`src/rtl/dphy_lanes_sequencer.sv`:
```
// Power and clock-lane sequencer for the D-PHY TX lanes: LP buffer enables,
// clock-lane HS start/stop with clk-pre/clk-post spacing, and burst grants.
module dphy_lanes_sequencer #(
    parameter int MAX_LANES = 4,
    parameter int CNT_W     = $clog2(MAX_LANES) + 1
) (
    input  logic                 clk_phy,
    input  logic                 rst,
    input  logic [CNT_W-1:0]     reg_lanes_number,
    input  logic                 lines_enable,
    input  logic                 clock_enable,
    input  logic                 clock_continuous,
    input  logic [7:0]           clk_pre_timeout,
    input  logic [7:0]           clk_post_timeout,
    input  logic [MAX_LANES-1:0] lanes_pending,
    input  logic [MAX_LANES-1:0] lanes_active,
    input  logic [MAX_LANES:0]   lane_ready,
    input  logic                 clk_lane_active,
    output logic [MAX_LANES:0]   lane_enable,
    output logic [MAX_LANES-1:0] lane_grant,
    output logic                 clk_start_rqst,
    output logic                 clk_fin_rqst,
    output logic                 lines_ready,
    output logic                 clock_ready,
    output logic                 lines_active
);

    typedef enum logic [3:0] {
        S_IDLE,
        S_ENABLE,
        S_LP_IDLE,
        S_CLK_START,
        S_CLK_PRE,
        S_HS_ACTIVE,
        S_CLK_POST,
        S_CLK_STOP,
        S_DISABLE
    } state_t;

    state_t               state;
    state_t               state_nxt;
    logic [7:0]           cnt;
    logic [7:0]           cnt_nxt;
    logic [MAX_LANES-1:0] mask;
    logic [MAX_LANES-1:0] mask_nxt;
    logic [MAX_LANES:0]   mask_full;
    logic                 pend;
    logic                 act;
    logic                 all_ready;
    logic                 none_ready;

    // Out-of-range lane counts are clamped into 1..MAX_LANES.
    function automatic logic [MAX_LANES-1:0] count_to_mask(input logic [CNT_W-1:0] num);
        int n;
        logic [MAX_LANES-1:0] m;
        n = int'(num);
        if (n < 1) begin
            n = 1;
        end else if (n > MAX_LANES) begin
            n = MAX_LANES;
        end
        m = '0;
        for (int i = 0; i < MAX_LANES; i++) begin
            m[i] = (i < n);
        end
        return m;
    endfunction

    assign mask_full    = {1'b1, mask};
    assign pend         = |(lanes_pending & mask);
    assign act          = |(lanes_active & mask);
    assign all_ready    = &(lane_ready | ~mask_full);
    assign none_ready   = ~|(lane_ready & mask_full);
    assign lines_active = act;

    always_comb begin
        state_nxt = state;
        cnt_nxt   = cnt;
        mask_nxt  = mask;
        case (state)
            S_IDLE: begin
                if (lines_enable) begin
                    state_nxt = S_ENABLE;
                    mask_nxt  = count_to_mask(reg_lanes_number);
                end
            end
            S_ENABLE: begin
                if (!lines_enable) begin
                    state_nxt = S_DISABLE;
                end else if (all_ready) begin
                    state_nxt = S_LP_IDLE;
                end
            end
            S_LP_IDLE: begin
                if (!lines_enable) begin
                    state_nxt = S_DISABLE;
                end else if (clock_enable && (clock_continuous || pend)) begin
                    state_nxt = S_CLK_START;
                end
            end
            S_CLK_START: begin
                if (clk_lane_active) begin
                    state_nxt = S_CLK_PRE;
                    cnt_nxt   = clk_pre_timeout;
                end
            end
            S_CLK_PRE: begin
                if (cnt == 8'd0) begin
                    state_nxt = S_HS_ACTIVE;
                end else begin
                    cnt_nxt = cnt - 8'd1;
                end
            end
            S_HS_ACTIVE: begin
                if (!clock_enable || !lines_enable || (!clock_continuous && !pend && !act)) begin
                    state_nxt = S_CLK_POST;
                    cnt_nxt   = clk_post_timeout;
                end
            end
            S_CLK_POST: begin
                // A new burst may reclaim the running clock only before the post interval expires.
                if (clock_enable && lines_enable && pend && cnt != 8'd0) begin
                    state_nxt = S_HS_ACTIVE;
                end else if (act) begin
                    cnt_nxt = clk_post_timeout;
                end else if (cnt == 8'd0) begin
                    state_nxt = S_CLK_STOP;
                end else begin
                    cnt_nxt = cnt - 8'd1;
                end
            end
            S_CLK_STOP: begin
                if (!clk_lane_active) begin
                    state_nxt = S_LP_IDLE;
                end
            end
            S_DISABLE: begin
                if (none_ready) begin
                    state_nxt = S_IDLE;
                    mask_nxt  = '0;
                end
            end
            default: begin
                state_nxt = S_IDLE;
                mask_nxt  = '0;
            end
        endcase
    end

    // Outputs are decoded from the next state so they are registered yet track the state register.
    always_ff @(posedge clk_phy) begin
        if (rst) begin
            state          <= S_IDLE;
            cnt            <= '0;
            mask           <= '0;
            lane_enable    <= '0;
            lane_grant     <= '0;
            clk_start_rqst <= 1'b0;
            clk_fin_rqst   <= 1'b0;
            lines_ready    <= 1'b0;
            clock_ready    <= 1'b0;
        end else begin
            state          <= state_nxt;
            cnt            <= cnt_nxt;
            mask           <= mask_nxt;
            lane_enable    <= (state_nxt == S_IDLE || state_nxt == S_DISABLE) ? '0 : {1'b1, mask_nxt};
            lane_grant     <= (state_nxt == S_HS_ACTIVE) ? mask_nxt : '0;
            clk_start_rqst <= (state_nxt == S_CLK_START);
            clk_fin_rqst   <= (state_nxt == S_CLK_STOP);
            lines_ready    <= (state_nxt == S_LP_IDLE);
            clock_ready    <= (state_nxt == S_HS_ACTIVE || state_nxt == S_CLK_POST);
        end
    end

endmodule

```
`config.mk`:
```
export PLATFORM = sky130hd
export DESIGN_NAME = dphy_lanes_sequencer
export DESIGN_NICKNAME = d
export VERILOG_FILES = /design/src/rtl/dphy_lanes_sequencer.sv
export SDC_FILE = /design/constraint.sdc
export NUM_CORES = 1
export LEC_CHECK = 0
export BUFFER_PORTS_ARGS = -buffer_cell sky130_fd_sc_hd__buf_2
export CORE_ASPECT_RATIO = 0.6
export CORE_MARGIN = 2
export CORE_UTILIZATION = 35
export DETAILED_ROUTE_END_ITERATION = 10
export HOLD_SLACK_MARGIN = 0.15
export SYNTH_ARGS = -nofsm -noshare
export SYNTH_HDL_FRONTEND = slang
export SYNTH_SLANG_ARGS = --single-unit
```
`constraint.sdc`:
```
create_clock -name clk_phy -period 3.5 [get_ports clk_phy]
set_input_delay 1.05 -clock clk_phy [delete_from_list [all_inputs] [get_ports clk_phy]]
set_output_delay 1.05 -clock clk_phy [all_outputs]
set_load 0.03 [all_outputs]
```
==> qor.csv, run 1 <==
stage;metric;value;unit
timing;timing.final.crit_share;82.10;%
clocking;cts-root-buf;clkbuf_8;
routing;drc;0;
routing;vias_per_cell;5.173;
global_routing;grt_pass1_vias;1524;
clocking;cts_setup_buffers;0;
clocking;clock_latency;0.27;ns
logic_synthesis;synth.avg_cell_area;8.284;um^2
final_layout;n_fill_cell;472;
final_layout;syn_to_final_growth;21.90;%
global_routing;grt_pass1_wl;7569;um
timing;min_period;2.873;ns
critical_path;worst-path-buf-inv;2;
logic_synthesis;yosysUniqueCellTypes;60;
floorplan;initial_core_util;37.32;%
floorplan;placementRows;19;
routing;wirelength;4658;um
logic_synthesis;syn_area;0.001748;mm^2
min_path;min_path_type;register to register;
power;p_per_area;400.2;mW/mm^2
timing;tightest_slew;0.4965;ns
critical_path;slowest_delay;0.28;ns
global_routing;grt_max_degree;21;
final_layout;layout_commonest_cell;buf_2;
critical_path;reg2reg_slack;1.10;ns
timing;hold_viol;0;
logic_synthesis;synthFlopType;dfxtp_1;
min_path;hold_depth;2;
min_path;whs_endpoint;cnt[1]$_SDFFE_PP0P_;
final_layout;multi_input_area;0.001094;mm^2
critical_path;start_kind;input port;
timing;relSlewSlack;66.85;%
clocking;cts.reportedPaths.clkPinSlew;0.07;ns
floorplan;dieArea;0.005594;mm^2
timing;finalClockSkew;0.004371;ns
logic_synthesis;ys_ff_latch;29;
placed_design;gp_congestion;0.8507;
final_layout;mostFrequentLayoutCells;buf_2 (51), nand2_1 (33), dfxtp_1 (29), a21oi_1 (18), nor2_1 (15);
routing;ant_nets;0;
critical_path;crit_family;buffers and inverters;
timing;rsz0062_at_grt;false;
final_layout;drive_gt1_share;30.65;%
power;p_leak;0.9111;nW
routing;dr.pass1.iters;5;
routing;vias;1676;
clocking;ctsHoldBuffers;0;
clocking;cts_tree;done;
critical_path;worstSetupEndpointType;output pin;
logic_synthesis;syn_nets;250;
final_layout;diodes;0;
placed_design;io_buffers;51;
clocking;clkSinkCount;29;
run_status;status;complete, no violations;
critical_path;crit_required;2.45;ns
critical_path;crit_path_top_delay_cell;or2_4;
critical_path;arrival;1.82;ns
global_routing;grt_remaining_overflow;0;
critical_path;r2r_start;cnt[0]$_SDFFE_PP0P_;
logic_synthesis;async_flop_share;0;%
routing;wl_per_cell;14.38;um
logic_synthesis;synth-edff-count;0;
timing;whs;0.5007;ns
global_routing;antenna_found_initial;0;
logic_synthesis;synth_seq_area_share;33.21;%
final_layout;nets;299;
critical_path;worstSetupStartpoint;lanes_active[1];
clocking;cts_buffer_depth;2;
logic_synthesis;syn-instance-count;211;
critical_path;r2r-end;lane_grant[3]$_SDFF_PP0_;
critical_path;crit_type;input port to output pin;
floorplan;die_w;95.23;um
critical_path;critPathMostFrequentCell;buf_2;
logic_synthesis;yosys_warnings;0;
timing;tns;0;ns
min_path;hold_path_startpoint;cnt[1]$_SDFFE_PP0P_;
global_routing;grt_use_total;17.60;%
final_layout;regArea;580.6;um^2
floorplan;io_pins;52;
placed_design;hpwl;3634;um
floorplan;die_y;58.74;um
clocking;h-tree-depth;2;
run;max-cap-violations;0;
floorplan;coreArea;0.004683;mm^2
timing;fmax;0.3480;GHz
critical_path;cp_max_fo;4;
critical_path;worstPathCellList;buf_2 -> a22o_1 -> or2_4 -> buf_2;
timing;final-max-slew-violation-count;0;
power;peakVddDrop;0.1895;mV
timing;setup_violations;0;
routing;first_iter_violations;102;
clocking;cts_buffers;5;
clocking;cts_resized;0;
critical_path;r2r_cells;9;
-- registers in the layout (all words and copies together) (netlist names) --
| name | count |
|---|---|
| clk_start_rqst | 1 |
| clock_ready | 1 |
| lane_enable | 5 |
| state | 4 |
| cnt | 8 |
| mask | 4 |
| lines_ready | 1 |
| clk_fin_rqst | 1 |
| lane_grant | 4 |
-- kinds of logic (layout without fill, tap and decap cells) --
logic type	Yosys count	after routing	synth area share (%)
and+or+nand+nor	93	93	31.14
AOI/OAI and AO/OA	66	66	27.70
xor gates and xnor gates	6	6	3.006
adders and majority gates	1	1	0.7157
buffers and inverters	16	66	4.223
DFF	29	29	33.21
-- metal layers --
layer | global-route usage [%] | part of all wire [%] | wire length [um]
met5 | 0 | 0 | 0
met4 | 3.106 | 0.21 | 10
met3 | 4.225 | 8.3 | 386
met2 | 21.83 | 37 | 1716
met1 | 29.53 | 55 | 2544
-- layout make-up --
| class | instances | area share [%] |
|---|---|---|
| clock inverters | 2 | 0.6459 |
| multi-input cells | 166 | 51.32 |
| inverters | 7 | 1.233 |
| well taps | 63 | 3.699 |
| flip-flops and latches | 29 | 27.25 |
| repair buffers | 51 | 11.98 |
| clock buffers | 6 | 3.876 |
-- metrics by stage --
step | cell area, um^2 | util, % | power [mW] | cells | setup WS (ns)
finish | 2131 | 45.50 | 0.8528 | 324 | 0.6267
global route | 2131 | 45.50 | 0.8997 | 324 | 0.6100
detailed placement | 2034 | 43.44 | 0.5697 | 316 | 0.6114
floorplan | 1748 | - | 0.5098 | 211 | 0.8207
global placement | 2034 | 43.44 | 0.5681 | 316 | 0.6367
CTS | 2131 | 45.50 | 0.8575 | 324 | 0.6259
-- power by group --
| part | total [mW] | internal, mW | switching [mW] |
|---|---|---|---|
| Clock | 0.289 | 0.159 | 0.130 |
| Combinational | 0.196 | 0.0796 | 0.116 |
| Sequential | 0.368 | 0.346 | 0.0215 |
| Total | 0.853 | 0.585 | 0.268 |
-- cell usage after synthesis (all sizes together) (2+ instances only) --
| cell | count | share of area (%) |
|---|---|---|
| o211ai | 7 | 3.3 |
| and3 | 2 | 1.0 |
| xnor2 | 4 | 2.0 |
| nor4 | 3 | 2.3 |
| inv | 7 | 1.5 |
| nor2b | 6 | 2.7 |
| nor3 | 10 | 3.5 |
| nor4b | 2 | 2.2 |
| nor3b | 2 | 0.86 |
| nand2 | 33 | 7.1 |
| clkbuf | 4 | 0.86 |
| o21a | 2 | 0.86 |
| or3 | 2 | 0.72 |
| a22o | 2 | 1.0 |
| nand2b | 5 | 2.2 |
| a211oi | 3 | 2.3 |
| a22oi | 3 | 1.3 |
| a32o | 2 | 1.1 |
| xor2 | 2 | 1.0 |
| o22ai | 2 | 0.72 |
| nor2 | 15 | 3.2 |
| dfxtp | 29 | 33 |
| and2 | 2 | 0.86 |
| nand3 | 4 | 1.1 |
| a21oi | 19 | 5.7 |
| a221o | 2 | 1.1 |
| o21ai | 14 | 4.0 |
| a31oi | 2 | 1.1 |
| a222oi | 2 | 1.1 |
| or2 | 4 | 1.6 |
| buf | 5 | 1.9 |
-- worst register-to-register path, stage by stage (launching register included) --
cell      delay [ns]
dfxtp_1         0.33
inv_1           0.06
ha_1            0.25
nor3b_1         0.27
nand2_1         0.21
nand4_2         0.21
o32ai_4         0.16
nor4_4          0.47
nand2b_4        0.25
nor3_1          0.06
-- worst max path at each step --
stage,to,slack [ns],depth (start not counted)
3_5_place_dp,lane_grant[3]$_SDFF_PP0_,0.61,8
4_1_cts,lines_active,0.63,4
3_3_place_gp,lane_grant[2]$_SDFF_PP0_,0.64,8
6_report,lines_active,0.63,4
5_1_grt,lines_active,0.61,4
2_1_floorplan,lane_grant[3]$_SDFF_PP0_,0.82,7
No activity file was read; power rests on OpenSTA's default activity.
==> run 2, diff against run 1 <==
==> constraint.sdc (replaced) <==
create_clock -name clk_phy -period 2.7 [get_ports clk_phy]
set_input_delay 0.81 -clock clk_phy [delete_from_list [all_inputs] [get_ports clk_phy]]
set_output_delay 0.81 -clock clk_phy [all_outputs]
set_load 0.03 [all_outputs]
==> qor.csv, run 2 (synthesis gave the netlist of run 1 again) <==
stage;metric;value;unit
final_layout;top_register;cnt;
critical_path;r2r_start;cnt[1]$_SDFFE_PP0P_;
final_layout;reg_top3;cnt x8, lane_enable x5;
routing;wl_per_cell;14.76;um
clocking;cts-root-buf;clkbuf_8;
critical_path;crit_required;1.89;ns
clocking;cts_resized;0;
min_path;hold_path_startpoint;cnt[1]$_SDFFE_PP0P_;
clocking;cts_buffers;5;
floorplan;die_y;58.74;um
timing;relSlewSlack;61.48;%
power;peakVddDrop;0.3756;mV
clocking;clock_latency;0.28;ns
critical_path;critPathMostFrequentCell;buf_2;
power;switching_share;28.93;%
final_layout;diodes;0;
critical_path;crit_family;buffers and inverters;
timing;timing.final.crit_share;89.18;%
timing;tightest_slew;0.5734;ns
timing;rsz0062_at_grt;false;
placed_design;hpwl;3626;um
timing;finalClockSkew;0.004421;ns
power;comb_power_share;22.3;%
final_layout;mostFrequentLayoutCells;buf_2 (51), nand2_1 (33), dfxtp_1 (29), a21oi_1 (18), nor2_1 (15);
final_layout;syn_to_final_growth;25.84;%
critical_path;crit_type;input port to output pin;
power;p_int;859.4;uW
run_status;status;complete, no violations;
routing;vias_per_cell;5.203;
timing;final-max-slew-violation-count;0;
clocking;cts.reportedPaths.clkPinSlew;0.06;ns
power;p_leak;0.9489;nW
clocking;h-tree-depth;2;
timing;setup_violations;0;
global_routing;grt_remaining_overflow;0;
run;max-cap-violations;0;
floorplan;initial_core_util;37.32;%
power;p_sw;349.9;uW
routing;wirelength;4872;um
critical_path;cp_max_fo;4;
floorplan;placementRows;19;
global_routing;grt_pass1_wl;7714;um
critical_path;arrival;1.60;ns
global_routing;grt_pass1_vias;1477;
power;clkPwrFrac;38.6;%
final_layout;drive_gt1_share;32.21;%
final_layout;layoutNonFillerInstCount;330;
routing;first_iter_violations;84;
placed_design;gp_congestion;0.8442;
floorplan;die_w;95.23;um
min_path;min_path_type;register to register;
critical_path;slowest_delay;0.28;ns
clocking;cts_setup_buffers;0;
clocking;cts_buffer_depth;2;
clocking;clkSinkCount;29;
critical_path;worstSetupEndpointType;output pin;
critical_path;worstSetupStartpoint;lanes_active[1];
timing;tns;0;ns
global_routing;grt_max_degree;21;
critical_path;worstPathCellList;buf_2 -> a22o_1 -> or2_4 -> buf_2;
clocking;cts_tree;done;
clocking;ctsHoldBuffers;0;
final_layout;layout_commonest_cell;buf_2;
routing;drc;0;
critical_path;crit_path_top_delay_cell;or2_4;
floorplan;dieArea;0.005594;mm^2
routing;dr.pass1.iters;5;
placed_design;io_buffers;51;
floorplan;coreArea;0.004683;mm^2
placed_design;numPlacedInstances;322;
critical_path;start_kind;input port;
power;p_per_area;549.8;mW/mm^2
power;p_seq_share;39.1;%
final_layout;n_fill_cell;487;
timing;fmax;0.4153;GHz
timing;min_period;2.408;ns
critical_path;worst-path-buf-inv;2;
global_routing;grt_use_total;18.57;%
final_layout;nets;305;
floorplan;io_pins;52;
timing;hold_viol;0;
global_routing;antenna_found_initial;0;
final_layout;largest_reg_flops;8;
routing;ant_nets;0;
routing;vias;1717;
==> run 2: cell count changes in the layout (fill, tap and decap cells not counted), sizes merged <==
cell,change
bufinv,+1
clkinvlp,+1
clkinv,-2
buf,+6
==> run 2: layout make-up <==
cell class              count  area (um^2)  area share, %
clock buffers               6        82.58          3.754
clock inverters             2        37.54          1.706
inverters                   7        26.28          1.195
multi-input cells         166         1094          49.72
flip-flops and latches     29        580.6          26.39
well taps                  63        78.83          3.584
repair buffers             57        300.3          13.65
==> run 2: path summary, 6_finish.rpt <==
check,endpoint,slack [ns],cells after the start
max,lines_active,0.29,4
min,cnt[1]$_SDFFE_PP0P_,0.50,2
max reg2reg,lane_grant[3]$_SDFF_PP0_,0.38,9
min reg2reg,cnt[1]$_SDFFE_PP0P_,0.50,2
==> run 2: metrics by stage <==
step / cell area [um^2] / power, mW / setup slack (ns) / util (%) / hold slack, ns
after global placement: 2079 / 0.7464 / 0.1054 / 44.40 / 0.4956
after CTS: 2200 / 1.219 / 0.2926 / 46.97 / 0.5037
after global routing: 2200 / 1.270 / 0.1646 / 46.97 / 0.5255
after floorplan: 1748 / 0.6609 / 0.2607 / - / 0.4624
after detailed placement: 2079 / 0.7470 / 0.05323 / 44.40 / 0.4949
final: 2200 / 1.209 / 0.2921 / 46.97 / 0.5025
==> run 2: layer usage <==
layer  up-vias  GRT usage, %  wire length, um
met5         -             0                0
met1       768         30.70             2715
met3         5         4.225              374
met2        64         22.74             1739
met4         0         5.590               43
li1        880             -                -
==> run 2: power groups by stage <==
stage               Sequential (mW)  Combinational (mW)  Clock, mW
floorplan                     0.490               0.171          0
global placement              0.483               0.264          0
detailed placement            0.482               0.265          0
CTS                           0.472               0.269      0.478
global route                  0.476               0.296      0.498
finish                        0.472               0.270      0.467
==> run 2: worst min-delay path: stages (launching register included) <==
cell and delay (ns):
dfxtp_1 0.34, nand2_1 0.06, a21oi_1 0.05
==> run 3, diff against run 2 <==
--- a/config.mk
+++ b/config.mk
@@ -6,11 +6,14 @@
 export NUM_CORES = 1
 export LEC_CHECK = 0
 export BUFFER_PORTS_ARGS = -buffer_cell sky130_fd_sc_hd__buf_2
+export CELL_PAD_IN_SITES_DETAIL_PLACEMENT = 0
+export CELL_PAD_IN_SITES_GLOBAL_PLACEMENT = 1
 export CORE_ASPECT_RATIO = 0.6
 export CORE_MARGIN = 2
 export CORE_UTILIZATION = 35
 export DETAILED_ROUTE_END_ITERATION = 10
 export HOLD_SLACK_MARGIN = 0.15
+export PLACE_DENSITY_LB_ADDON = 0.1
 export SYNTH_ARGS = -nofsm -noshare
 export SYNTH_HDL_FRONTEND = slang
 export SYNTH_SLANG_ARGS = --single-unit
==> qor.csv, run 3 (synthesis gave the netlist of run 1 again) <==
stage;metric;value;unit
final_layout;syn_to_final_growth;27.42;%
global_routing;grt.met1_usage;33.96;%
global_routing;antenna_found_initial;0;
critical_path;worstSetupEndpoint;lane_grant[3]$_SDFF_PP0_;
global_routing;grt_pass1_wl;8093;um
final_layout;reg_top3;cnt x8, lane_enable x5;
timing;tightest_slew;0.5702;ns
critical_path;start_kind;register;
min_path;min_path_type;register to register;
floorplan;placementRows;19;
global_routing;grtUsageMet2;21.93;%
clocking;cts_buffer_depth;2;
clocking;cts_buffers;5;
clocking;cts-root-buf;clkbuf_8;
final_layout;nets;307;
final_layout;largest_reg_flops;8;
power;peakVddDrop;0.2245;mV
critical_path;r2r_cells;9;
floorplan;die_y;58.74;um
power;p_leak;0.9624;nW
critical_path;reg2reg_slack;0.28;ns
floorplan;coreArea;0.004683;mm^2
timing;finalClockSkew;0.002616;ns
timing;setup_ws;0.2764;ns
run;max-cap-violations;0;
final_layout;drive_gt1_share;32.71;%
routing;drc;0;
global_routing;grt_max_degree;21;
final_layout;n_fill_cell;463;
timing;relSlewSlack;61.69;%
routing;wirelength;5117;um
critical_path;cp_max_fo;6;
clocking;ctsHoldBuffers;0;
placed_design;hpwl;3901;um
floorplan;dieArea;0.005594;mm^2
power;p_per_area;548.2;mW/mm^2
critical_path;crit_type;register to register;
timing;timing.final.crit_share;89.76;%
final_layout;mostFrequentLayoutCells;buf_2 (51), nand2_1 (33), dfxtp_1 (29), a21oi_1 (18), nor2_1 (15);
placed_design;numPlacedInstances;324;
final_layout;design_area;0.002227;mm^2
clocking;cts.reportedPaths.clkPinSlew;0.06;ns
timing;min_period;2.424;ns
power;power;1.221;mW
placed_design;dp_slack;-0.0003759;ns
routing;first_iter_violations;111;
floorplan;initial_core_util;37.32;%
timing;final-max-slew-violation-count;0;
critical_path;worstSetupStartpoint;cnt[0]$_SDFFE_PP0P_;
clocking;cts_resized;0;
timing;setup_violations;0;
clocking;cts_setup_buffers;0;
placed_design;gp_congestion;0.7773;
clocking;clock_latency;0.28;ns
routing;ant_nets;0;
routing;vias;1728;
placed_design;io_buffers;51;
clocking;h-tree-depth;2;
timing;fmax;0.4126;GHz
global_routing;use_met3;4.097;%
critical_path;worstSetupEndpointType;register;
timing;whs;0.5175;ns
global_routing;grt_pass1_vias;1549;
critical_path;r2r-end;lane_grant[3]$_SDFF_PP0_;
final_layout;fin_util;47.56;%
critical_path;arrival;2.57;ns
routing;vias_per_cell;5.205;
timing;hold_viol;0;
routing;wl_per_cell;15.41;um
clocking;clkSinkCount;29;
clocking;cts_tree;done;
floorplan;die_w;95.23;um
critical_path;r2r_start;cnt[0]$_SDFFE_PP0P_;
timing;rsz0062_at_grt;false;
final_layout;layoutNonFillerInstCount;332;
final_layout;diodes;0;
final_layout;top_register;cnt;
final_layout;layout_commonest_cell;buf_2;
timing;tns;0;ns
run_status;status;complete, no violations;
global_routing;grt_use_total;19.64;%
placed_design;postPlaceCellArea;0.002107;mm^2
routing;dr.pass1.iters;4;
critical_path;crit_required;2.85;ns
floorplan;io_pins;52;
global_routing;grt_remaining_overflow;0;
global_routing;globalRoute.busiestLayer;met1;
==> run 3: how the worst min path moves through the flow <==
stage / startpoint / endpoint / slack [ns] / cells past startpoint
global placement: cnt[7]$_SDFFE_PP0P_ / cnt[7]$_SDFFE_PP0P_ / 0.50 / 2
finish: cnt[1]$_SDFFE_PP0P_ / cnt[1]$_SDFFE_PP0P_ / 0.52 / 2
CTS: cnt[1]$_SDFFE_PP0P_ / cnt[1]$_SDFFE_PP0P_ / 0.51 / 2
detailed placement: cnt[1]$_SDFFE_PP0P_ / cnt[1]$_SDFFE_PP0P_ / 0.50 / 2
global route: cnt[7]$_SDFFE_PP0P_ / cnt[7]$_SDFFE_PP0P_ / 0.53 / 2
floorplan: cnt[1]$_SDFFE_PP0P_ / cnt[1]$_SDFFE_PP0P_ / 0.46 / 2
==> run 3: where the power goes <==
group / total, mW / switching [mW] / leakage, nW / internal (mW)
Combinational: 0.276 / 0.163 / 0.669 / 0.113
Sequential: 0.471 / 0.0223 / 0.236 / 0.449
Clock: 0.474 / 0.174 / 0.0574 / 0.300
==> run 3: routing by layer <==
metal  vias up  routed length (um)
li1        880                   -
met1       797                3050
met2        49                1750
met3         2                 280
met4         0                  36
met5         -                   0
==> run 3: worst max-delay path, cell delays in order (launching register included) <==
cell and delay (ns):
dfxtp_1 0.34, inv_1 0.07, ha_1 0.28, nor3b_1 0.29
nand2_1 0.17, nand4_2 0.20, o32ai_4 0.15, nor4_4 0.47
nand2b_4 0.25, nor3_1 0.06
==> run 3: area by class of cell <==
class / count / area (um^2) / share of cell area (%)
Multi-Input combinational cell: 166 / 1094 / 49.10
Sequential cell: 29 / 580.6 / 26.07
Clock inverter: 2 / 37.54 / 1.685
Clock buffer: 6 / 82.58 / 3.708
Timing Repair Buffer: 59 / 327.8 / 14.72
Inverter: 7 / 26.28 / 1.180
Tap cell: 63 / 78.83 / 3.539
